`src/rtl/track_sensor_filter_pkg.sv`:
```
// Shared types and defaults for the track sensor filter.
// Holds the conflict FSM state encoding and default parameter values.
package track_sensor_filter_pkg;

    typedef enum logic [1:0] {
        ST_IDLE  = 2'b00,
        ST_BOTH  = 2'b01,
        ST_FAULT = 2'b10
    } cflt_state_e;

    localparam int DEBOUNCE_DEF       = 4;
    localparam int CONFLICT_LIMIT_DEF = 16;

endpackage

```
`src/rtl/track_sensor_filter_if.sv`:
```
// Sensor-side bundle: raw contacts in, filtered levels/pulses/fault out.
// master = sensor/supervisor side, slave = the filter block.
interface track_sensor_filter_if;

    logic raw_e;
    logic raw_w;
    logic e_out;
    logic w_out;
    logic e_rise;
    logic w_rise;
    logic conflict;

    modport master (
        output raw_e, raw_w,
        input  e_out, w_out, e_rise, w_rise, conflict
    );

    modport slave (
        input  raw_e, raw_w,
        output e_out, w_out, e_rise, w_rise, conflict
    );

endinterface

```
`src/rtl/track_sensor_filter_sensor_debounce.sv`:
```
// One sensor channel: 2-flop synchroniser, debounce counter, level + rise pulse.
// Ports: clk, rst_n (sync, active-low), raw in; out level, rise one-cycle pulse.
module sensor_debounce
    import track_sensor_filter_pkg::*;
#(
    parameter int DEBOUNCE = DEBOUNCE_DEF
) (
    input  logic clk,
    input  logic rst_n,
    input  logic raw,
    output logic out,
    output logic rise
);

    localparam int CW = (DEBOUNCE > 1) ? $clog2(DEBOUNCE) : 1;
    localparam logic [CW-1:0] LAST = CW'(DEBOUNCE - 1);

    logic          s1_q, s1_d;
    logic          s2_q, s2_d;
    logic          out_q, out_d;
    logic          rise_q, rise_d;
    logic [CW-1:0] cnt_q, cnt_d;

    always_comb begin
        s1_d  = raw;
        s2_d  = s1_q;
        out_d = out_q;
        cnt_d = cnt_q;
        if (s2_q == out_q) begin
            cnt_d = '0;
        end else if (cnt_q == LAST) begin
            out_d = s2_q;
            cnt_d = '0;
        end else begin
            cnt_d = cnt_q + CW'(1);
        end
        // Pulse lands in the same cycle the level first reads 1.
        rise_d = out_d & ~out_q;
    end

    always_ff @(posedge clk) begin
        if (!rst_n) begin
            s1_q   <= 1'b0;
            s2_q   <= 1'b0;
            out_q  <= 1'b0;
            rise_q <= 1'b0;
            cnt_q  <= '0;
        end else begin
            s1_q   <= s1_d;
            s2_q   <= s2_d;
            out_q  <= out_d;
            rise_q <= rise_d;
            cnt_q  <= cnt_d;
        end
    end

    assign out  = out_q;
    assign rise = rise_q;

endmodule

```
`src/rtl/track_sensor_filter.sv`:
```
// East/west sensor conditioning with a sticky both-active conflict detector.
// Ports: clk, rst_n (sync, active-low), bus (slave): raw_e/raw_w in; filtered out.
module track_sensor_filter
    import track_sensor_filter_pkg::*;
#(
    parameter int DEBOUNCE       = DEBOUNCE_DEF,
    parameter int CONFLICT_LIMIT = CONFLICT_LIMIT_DEF
) (
    input  logic                 clk,
    input  logic                 rst_n,
    track_sensor_filter_if.slave bus
);

    localparam logic [7:0] CLAST = 8'(CONFLICT_LIMIT - 1);

    logic        e_lvl;
    logic        w_lvl;
    logic        both;
    cflt_state_e state_q;
    logic [7:0]  ccnt_q;
    logic        conflict_q;

    sensor_debounce #(.DEBOUNCE(DEBOUNCE)) u_east (
        .clk  (clk),
        .rst_n(rst_n),
        .raw  (bus.raw_e),
        .out  (e_lvl),
        .rise (bus.e_rise)
    );

    sensor_debounce #(.DEBOUNCE(DEBOUNCE)) u_west (
        .clk  (clk),
        .rst_n(rst_n),
        .raw  (bus.raw_w),
        .out  (w_lvl),
        .rise (bus.w_rise)
    );

    assign both = e_lvl & w_lvl;

    // ccnt counts consecutive both-high cycles seen so far in BOTH.
    always_ff @(posedge clk) begin
        if (!rst_n) begin
            state_q    <= ST_IDLE;
            ccnt_q     <= '0;
            conflict_q <= 1'b0;
        end else begin
            case (state_q)
                ST_IDLE: begin
                    conflict_q <= 1'b0;
                    if (both) begin
                        state_q <= ST_BOTH;
                        ccnt_q  <= 8'd1;
                    end
                end
                ST_BOTH: begin
                    if (!both) begin
                        state_q    <= ST_IDLE;
                        ccnt_q     <= '0;
                        conflict_q <= 1'b0;
                    end else if (ccnt_q == CLAST) begin
                        state_q    <= ST_FAULT;
                        conflict_q <= 1'b1;
                    end else begin
                        ccnt_q     <= ccnt_q + 8'd1;
                        conflict_q <= 1'b0;
                    end
                end
                ST_FAULT: begin
                    conflict_q <= 1'b1;
                end
                default: begin
                    state_q    <= ST_IDLE;
                    ccnt_q     <= '0;
                    conflict_q <= 1'b0;
                end
            endcase
        end
    end

    assign bus.e_out    = e_lvl;
    assign bus.w_out    = w_lvl;
    assign bus.conflict = conflict_q;

endmodule

```
`src/flat_wrapper.sv`:
```
// flat-port wrapper written by rule: the top's interface ports become plain ports
module track_sensor_filter_flat import track_sensor_filter_pkg::*;
#(
    parameter int DEBOUNCE       = DEBOUNCE_DEF,
    parameter int CONFLICT_LIMIT = CONFLICT_LIMIT_DEF
)
  (clk, rst_n, bus_raw_e, bus_raw_w, bus_e_out, bus_w_out, bus_e_rise, bus_w_rise, bus_conflict);
  track_sensor_filter_if bus_i ();
  input  logic clk;
  input  logic rst_n;
  input wire logic [$bits(bus_i.raw_e)-1:0] bus_raw_e;
  input wire logic [$bits(bus_i.raw_w)-1:0] bus_raw_w;
  output wire logic [$bits(bus_i.e_out)-1:0] bus_e_out;
  output wire logic [$bits(bus_i.w_out)-1:0] bus_w_out;
  output wire logic [$bits(bus_i.e_rise)-1:0] bus_e_rise;
  output wire logic [$bits(bus_i.w_rise)-1:0] bus_w_rise;
  output wire logic [$bits(bus_i.conflict)-1:0] bus_conflict;
  assign bus_i.raw_e = bus_raw_e;
  assign bus_i.raw_w = bus_raw_w;
  assign bus_e_out = bus_i.e_out;
  assign bus_w_out = bus_i.w_out;
  assign bus_e_rise = bus_i.e_rise;
  assign bus_w_rise = bus_i.w_rise;
  assign bus_conflict = bus_i.conflict;
  track_sensor_filter #(.DEBOUNCE(DEBOUNCE), .CONFLICT_LIMIT(CONFLICT_LIMIT)) u_core (.clk(clk), .rst_n(rst_n), .bus(bus_i));
endmodule
```
`config.mk`:
```
export PLATFORM = sky130hd
export DESIGN_NAME = track_sensor_filter_flat
export DESIGN_NICKNAME = d
export VERILOG_FILES = /design/src/rtl/track_sensor_filter_pkg.sv /design/src/rtl/track_sensor_filter_if.sv /design/src/rtl/track_sensor_filter_sensor_debounce.sv /design/src/rtl/track_sensor_filter.sv /design/src/flat_wrapper.sv
export SDC_FILE = /design/constraint.sdc
export NUM_CORES = 1
export LEC_CHECK = 0
export CORE_MARGIN = 8
export CORE_UTILIZATION = 58
export CTS_CLUSTER_DIAMETER = 150
export DETAILED_ROUTE_END_ITERATION = 8
export PLACE_DENSITY = 0.8
export RECOVER_POWER = 100
export SLEW_MARGIN = 25
export SYNTH_ARGS = -nofsm -noshare
export SYNTH_HDL_FRONTEND = slang
export SYNTH_SLANG_ARGS = --single-unit
```
`constraint.sdc`:
```
create_clock -name clk -period 4 [get_ports clk]
set_input_delay 0.8 -clock clk [delete_from_list [all_inputs] [get_ports clk]]
set_output_delay 0.8 -clock clk [all_outputs]
set_load 0.01 [all_outputs]
```
Word level (Yosys, flattened, before mapping)
Index checks and enable logic that the tools add are counted.

$add $sub $neg: 3. Equal/unequal tests: 10. Muxes and demuxes: 15. Bitwise logic cells: 7. Reduce and logical (&&, ||, !) cells: 5.

Operators by type and width (count): two-way mux 8 bit (3); case mux 8 bit (3 select lines) (1); adder 8 x 1 -> 8 bit (second input constant) (1); equality test 8 x 4 -> 1 bit (second input constant) (1); equality test 2 bit (second input constant) (3); two-way mux 1 bit (6); two-way mux 2 bit (3); != test 3 bit (second input constant) (2); case mux 2 bit (3 select lines) (1); AND reduction 3 bit (2); OR reduction 3 bit (2); adder 2 x 1 -> 2 bit (second input constant) (2); NOT 1 bit (4); bitwise AND 1 bit (3); equality test 1 bit (2); equality test 2 x 1 -> 1 bit (second input constant) (1); zero test 2 bit (1); != test 2 x 1 -> 1 bit (second input constant) (1); case mux 1 bit (2 select lines) (1).

Register bits: 23. Input port bits: 4. Output and inout bits: 5. Word-level logic and storage cells: 53.

Longest topological paths before layout
Gate-level depths: netlist of the first run.

Depth in word-level cells: 4. Gate-level depth with buffers: 7. Mapped depth without buffers: 6.

Modules after synthesis
Synthesis of the first run repeated with hierarchy kept, for this count alone.

Cell total of the unflattened synthesis: 106. Area, all modules: 1041.0 µm².

By module, submodules not included: track_sensor_filter (instances 1, cells each 76, area an instance 635.6 µm², sequential area each 220.2 µm²); sensor_debounce (instances 2, cells each 15, area an instance 202.7 µm², sequential area each 120.1 µm²).

Least setup slack after synthesis of the first run
Ideal clock, no wire load.

Path kind: register -> register. Start: register u_core.state_q[1]. End: register u_core.ccnt_q[3]. Setup time: 0.071 ns. Arrival: 1.672 ns. Path slack: 2.258 ns. Cell stages (with the launch flop): 8. Period minus slack after synthesis: 1.742 ns. Path through: dfxtp_1 inv_1 ha_1 and3_4 buf_6 a311o_4 or3_1 a21oi_1.

Longest elaborated chain between the ends: 3.

RTL lines: start, declared (line track_sensor_filter.sv:19) `cflt_state_e state_q;`; start signal, assigned (line track_sensor_filter.sv:44) `state_q <= ST_IDLE;`; start signal, assigned (line track_sensor_filter.sv:52) `state_q <= ST_BOTH;`; start signal, assigned (line track_sensor_filter.sv:58) `state_q <= ST_IDLE;`; equality test 2 x 1 -> 1 bit (tied with other cells) (line track_sensor_filter.sv:48) `case (state_q)`; != test 3 bit (no source line) (tied with other cells); AND reduction 3 bit (no source line); end signal, assigned (line track_sensor_filter.sv:65) `ccnt_q <= ccnt_q + 8'd1;`; end, declared (line track_sensor_filter.sv:20) `logic [7:0] ccnt_q;`.

Parallel ways exist; a longest one is shown, timed or not. A chain may end at the register's enable or synchronous reset.

Worst setup path after layout of the first run
Start: register u_core.u_east.out_q (netlist: u_core.u_east.out). End: output bus_e_out.

RTL lines: start, declared (line track_sensor_filter_sensor_debounce.sv:20) `logic out_q, out_d;`; start signal, assigned (line track_sensor_filter_sensor_debounce.sv:51) `out_q <= out_d;`; end, declared (line flat_wrapper.sv:13) `output wire logic [$bits(bus_i.e_out)-1:0] bus_e_out;`.

No word-level cell between the ends.

==> flow_metrics.tcl, run 1 <==
set metrics [dict create \
    status "completed" \
    cts_sinks 23 \
    syn_area_um2 978 \
    io_pins 9 \
    cts_hold_buf 0 \
    fp.dieW_um 57.1 \
    hold_viol 0 \
    synth_cell_types 35 \
    worst-setup-path-type "flop to primary output" \
    cp_slowest_stage_delay_ps 640 \
    synth.net_count 106 \
    cp-start-kind "flop" \
    grt_overflow_total 0 \
    p_sw_mw 0.0822 \
    internal_power_mw 0.287 \
    cellPowerDensity_nw_per_um2 338 \
    areaGrowthSynthToFinish_pct 11.5 \
    setup_viol 0 \
    grt_max_degree 18 \
    pwr-share-comb 0.081 \
    postCtsSetupRepairBufs 0 \
    core_um2 1650 \
    syn_inst 96 \
    drt-initial-drc-count 25 \
    cts_made_buffers 3 \
    ys_seq_area_frac 0.471 \
    tightestPinTransition_ps 763 \
    clk_pin_slew_ps 110 \
    holdCritPathClass "flop to flop" \
    cp_max_fo 6 \
    irDropWorstVdd_v 0.000305 \
    drt-total-wl_mm 1.59 \
    postRouteAntennaNets 0 \
    grt_pass1_vias 695 \
    worst_setup_path_end_kind "primary output" \
    worstPathCellList "dlygate4sd3_1" \
    gp_congestion 0.744 \
    slew_headroom 0.486 \
    worstPathArrival_ps 1390 \
    ys_async_sr_fraction 0 \
    nNetsFinal 117 \
    drtPass1Iterations 4 \
    drc 0 \
    pwr-share-seq 0.643 \
    p_leak_nw 0.415 \
    timing.fmax_mhz 457 \
    cts_tree "built" \
    grt_pass1_wl_mm 2.82 \
    yosysWarnings 0 \
    antenna_found_initial 0 \
    synth_flop_cell "dfxtp_1" \
    synth-edff-count 0 \
    dieHeight_um 57.1 \
    portBuffers 8 \
    die_area_um2 3260 \
    layout-drive-gt1-share 0.0472 \
    post-dp-hpwl_mm 1.17 \
    clk_path_buf_depth 2 \
    design_power_total_mw 0.369 \
    vias 742 \
    cts_htree_levels 1 \
    core.rowCount 15 \
    p_sw_frac 0.223 \
    ys_seq_elements 23 \
    cpMaxStageDelayCell "dlygate4sd3_1" \
    max_cap_viol_count 0 \
    start_util 0.592 \
    worstPathRequired_ps 3200 \
    cts-resized-gates 0 \
    fin_crit_sh 0.548 \
    finalCriticalPeriod_ps 2190 \
    routedWlPerCell_um 12.9 \
    crit_buf_inv 1 \
    clkLatencyLatePin_ps 300 \
    via_per_inst 6.03 \
    maxSlewViolCount 0 \
    syn-mean-instance-area_um2 10.2 \
    diodes 0 \
    crit_family "buffers and inverters" \
    root_buffer "clkbuf_4" \
    nFillCells 139 \
    rsz0062_at_grt "no" \
    track_usage 0.102 \
    pwr-share-clk 0.276 \
    fin_skew_ps 1.11 \
    finalSetupTns_ps 0 \
]
==> state kept, by name (all words and copies together) (netlist names) <==
signal / cells
u_core.u_east.s1_q: 1
u_core.u_west.rise: 1
u_core.u_east.out: 1
u_core.u_west.s1_q: 1
u_core.u_west.out: 1
u_core.u_east.s2_q: 1
u_core.u_west.s2_q: 1
u_core.u_west.cnt_q: 2
u_core.ccnt_q: 8
u_core.u_east.cnt_q: 2
u_core.state_q: 2
u_core.bus.conflict: 1
u_core.u_east.rise: 1
==> cells in the mapped netlist (all sizes together), types with 2 or more instances <==
cell type  instances  area share
dfxtp             23        0.47
ha                 6       0.077
nand2              6       0.023
a21oi              5       0.026
o21ai              5       0.026
and2               4       0.026
nand3              4       0.020
nor2               4       0.015
inv                3       0.012
mux2i              3       0.031
nor2b              3       0.019
nor4bb             3       0.031
or3                3       0.019
xnor2              3       0.027
a21boi             2       0.015
and3               2       0.018
nor4               2       0.013
==> metal layers <==
metal  GRT usage  vias to the layer above  part of all wire
met2       0.158                       19              0.46
met3      0.0443                        2             0.062
met1       0.126                      356              0.47
met5           0                        -                 0
met4      0.0235                        0            0.0088
li1            -                      365                 -
==> final timing paths <==
path	from	end	slack (ps)	cells past startpoint
max	u_core.u_east.out	bus_e_out	1810	1
min reg2reg	u_core.u_west.cnt_q[0]	u_core.u_west.cnt_q[0]	430	1
max reg2reg	u_core.state_q[1]	u_core.ccnt_q[5]	1930	6
min	u_core.u_west.cnt_q[0]	u_core.u_west.cnt_q[0]	430	1
==> metrics by stage <==
stage | util | cells | setup slack [ps] | cell area, um^2 | hold slack [ps]
after global placement | 0.645 | 119 | 1890 | 1060 | 411
after CTS | 0.661 | 123 | 1840 | 1090 | 439
final | 0.661 | 123 | 1810 | 1090 | 434
after floorplan | - | 96 | 2260 | 978 | 405
after global routing | 0.661 | 123 | 1700 | 1090 | 447
after detailed placement | 0.645 | 119 | 1870 | 1060 | 419
==> cell type report <==
cell class / instances / area (um^2) / area share
Multi-Input combinational cell: 68 / 492 / 0.451
Sequential cell: 23 / 460 / 0.422
Timing Repair Buffer: 8 / 80.1 / 0.0734
Clock buffer: 4 / 26.3 / 0.0241
Tap cell: 17 / 21.3 / 0.0195
Inverter: 3 / 11.3 / 0.0103
==> power groups by stage <==
stage	clock network (mW)	registers (mW)	logic (mW)
2_1_floorplan	0	0.242	0.0224
3_3_place_gp	0	0.242	0.0298
3_5_place_dp	0	0.242	0.0308
4_1_cts	0.105	0.237	0.0310
5_1_grt	0.116	0.238	0.0348
6_report	0.102	0.237	0.0300
==> kinds of logic (layout without fill, tap and decap cells) <==
group	after synthesis	after routing	synth area share
buffers and inverters	5	15	0.0268
AND/OR/NAND/NOR	38	38	0.240
multiplexers	3	3	0.0307
XOR/XNOR	4	4	0.0358
flip-flops	23	23	0.471
AO/OA/AOI/OAI	17	17	0.119
adder cells (fa/ha/maj)	6	6	0.0767
==> cell usage in the layout (no fill, tap or decap) <==
cell type,instances
nor4bb_1,3
and2_0,1
mux2i_1,3
and3_1,1
xnor2_1,3
and4b_1,1
and4_1,1
o21a_1,1
nand2_1,6
nor4b_1,1
nor4_1,2
or2_0,1
o21ai_0,5
o31ai_1,1
a21boi_0,2
nor2_1,4
nor2b_1,3
dfxtp_1,23
a21oi_1,5
clkbuf_4,3
and2_1,3
a311o_4,1
nand2b_1,1
inv_1,3
a31oi_1,1
clkdlybuf4s50_1,2
nand3_1,4
or3_1,3
and3_4,1
xor2_1,1
o311a_1,1
ha_1,6
clkbuf_1,1
dlygate4sd3_1,6
and2b_1,1
or4_1,1
Power figures use the tool's default switching activity.
==> run 2, diff against run 1 <==
- CORE_UTILIZATION: 58 -> 49
- PLACE_DENSITY: 0.8 -> 0.72
- clock period: 4 -> 1.84 ns (I/O delays scaled with it)
==> run 2 against run 1 <==
  * Largest power group unchanged
  * Cell count up 13%
  * Setup slack worse by 1700 ps
  * Non-clock buffer count up 6
  * Sequential share of layout area down 1.7 points
  * Worst hold slack better by 6.9 ps
  * Combinational power up 150%
  * First-iteration DRC count down 64%
  * Register-to-register slack worse by 1900 ps
==> flow_metrics.tcl, run 2 (same netlist as run 1, synthesis figures left out) <==
set metrics [dict create \
    cts_hold_buf 0 \
    rsz0062_at_grt "no" \
    cpMaxStageDelayCell "a311o_4" \
    gp_congestion 0.825 \
    clk_path_buf_depth 2 \
    clkLatencyLatePin_ps 310 \
    finalSetupTns_ps 0 \
    largest_register_ffs 8 \
    io_pins 9 \
    via_per_inst 5.35 \
    worst-setup-path-type "flop to flop" \
    crit_family "compound AO/OA/AOI/OAI gates" \
    nNetsFinal 123 \
    portBuffers 8 \
    layout-drive-gt1-share 0.116 \
    cts_made_buffers 3 \
    clk_pin_slew_ps 130 \
    diodes 0 \
    core.rowCount 16 \
    worstPathCellList "inv_1, ha_1, and3_4, a311o_4, or3_1, a21oi_1" \
    status "completed" \
    top_register "u_core.ccnt_q" \
    most-common-layout-cells "dfxtp_1, nand2_1, a21oi_1, ha_1" \
    cts_tree "built" \
    drt-total-wl_mm 1.63 \
    cts_sinks 23 \
    dieHeight_um 60.7 \
    worst_setup_path_end_kind "flop" \
    routedWlPerCell_um 11.7 \
    vias 744 \
    cts_htree_levels 1 \
    postRouteAntennaNets 0 \
    crit_buf_inv 1 \
    drc 0 \
    grt_max_degree 14 \
    cp-start-kind "flop" \
    core_um2 1920 \
    finalCriticalPeriod_ps 1760 \
    worstPathRequired_ps 2090 \
    maxSlewViolCount 0 \
    cp_slowest_stage_delay_ps 440 \
    slew_headroom 0.737 \
    postCtsSetupRepairBufs 0 \
    hold_viol 0 \
    drtPass1Iterations 4 \
    cp_max_fo 9 \
    design_power_total_mw 0.823 \
    max_cap_viol_count 0 \
    timing.fmax_mhz 567 \
    fin_skew_ps 4.87 \
    holdCritPathClass "flop to flop" \
    grt_pass1_wl_mm 2.90 \
    post-dp-hpwl_mm 1.22 \
    die_area_um2 3680 \
    fin_crit_sh 0.958 \
    p_leak_nw 0.427 \
    fp.dieW_um 60.7 \
    antenna_found_initial 0 \
    track_usage 0.101 \
    cellPowerDensity_nw_per_um2 720 \
    grt_overflow_total 0 \
    setup_viol 0 \
    worstPathArrival_ps 2010 \
    grt_pass1_vias 709 \
    start_util 0.509 \
    irDropWorstVdd_v 0.000467 \
    layout_commonest_cell "dfxtp_1" \
    root_buffer "clkbuf_4" \
    areaGrowthSynthToFinish_pct 16.8 \
    tightestPinTransition_ps 390 \
    drt-initial-drc-count 9 \
]
==> run 2: cell types whose count changed in the layout (fill, tap and decap cells not counted), sizes merged <==
cell           before  now
clkinv              0    1
clkbuf              4    8
clkdlybuf4s50       2    4
buf                 0    1
dlygate4sd3         6    4
==> run 2: worst reg2reg max path, delay by kind of cell (launching register included) <==
| family | cells | cell delay, ps |
|---|---|---|
| buffers and inverters | 1 | 70 |
| flip-flops | 1 | 350 |
| AND/OR/NAND/NOR | 2 | 520 |
| AO/OA/AOI/OAI | 2 | 590 |
| adder cells (fa/ha/maj) | 1 | 180 |
==> run 2: path summary, 6_finish.rpt <==
check,slack [ps],cells past startpoint,startpoint,endpoint
max,80,6,u_core.state_q[1],u_core.ccnt_q[3]
min,440,1,u_core.u_east.cnt_q[0],u_core.u_east.cnt_q[0]
max reg2reg,80,6,u_core.state_q[1],u_core.ccnt_q[3]
min reg2reg,440,1,u_core.u_east.cnt_q[0],u_core.u_east.cnt_q[0]
==> run 2: final cells by class <==
| class | instances | area (um^2) |
|---|---|---|
| Sequential cell | 23 | 463 |
| Inverter | 3 | 11.3 |
| Timing Repair Buffer | 14 | 109 |
| Fill cell | 179 | 779 |
| Clock buffer | 3 | 22.5 |
| Clock inverter | 1 | 5.00 |
| Multi-Input combinational cell | 68 | 498 |
| Tap cell | 27 | 33.8 |
==> run 2: power by group <==
| part | internal, mW | total (mW) | leakage [nW] | switching (mW) |
|---|---|---|---|---|
| Sequential | 0.510 | 0.518 | 0.187 | 0.00793 |
| Combinational | 0.0366 | 0.0742 | 0.222 | 0.0377 |
| Clock | 0.0811 | 0.231 | 0.0177 | 0.150 |
| Total | 0.627 | 0.823 | 0.427 | 0.195 |
==> run 2: per-stage QoR <==
step / util / std cells / setup slack (ps) / hold WS [ps] / area (um^2)
3_3_place_gp: 0.584 / 135 / 108 / 412 / 1120
6_report: 0.594 / 139 / 76.8 / 441 / 1140
5_1_grt: 0.594 / 139 / 6.47 / 459 / 1140
4_1_cts: 0.598 / 139 / 14.3 / 442 / 1150
2_1_floorplan: - / 96 / 97.5 / 405 / 978
3_5_place_dp: 0.584 / 135 / 43.3 / 422 / 1120
==> run 2: repair_timing <==
action	CTS	global route
setup endpoints to repair	0	7
endpoints found under the hold margin	0	0
resized for setup	0	5
==> run 2: routing by layer <==
layer | vias to the layer above | track usage | routed length, um
li1 | 379 | - | -
met1 | 341 | 0.124 | 764
met2 | 22 | 0.157 | 762
met3 | 2 | 0.0233 | 95
met4 | 0 | 0.0565 | 6
met5 | - | 0 | 0
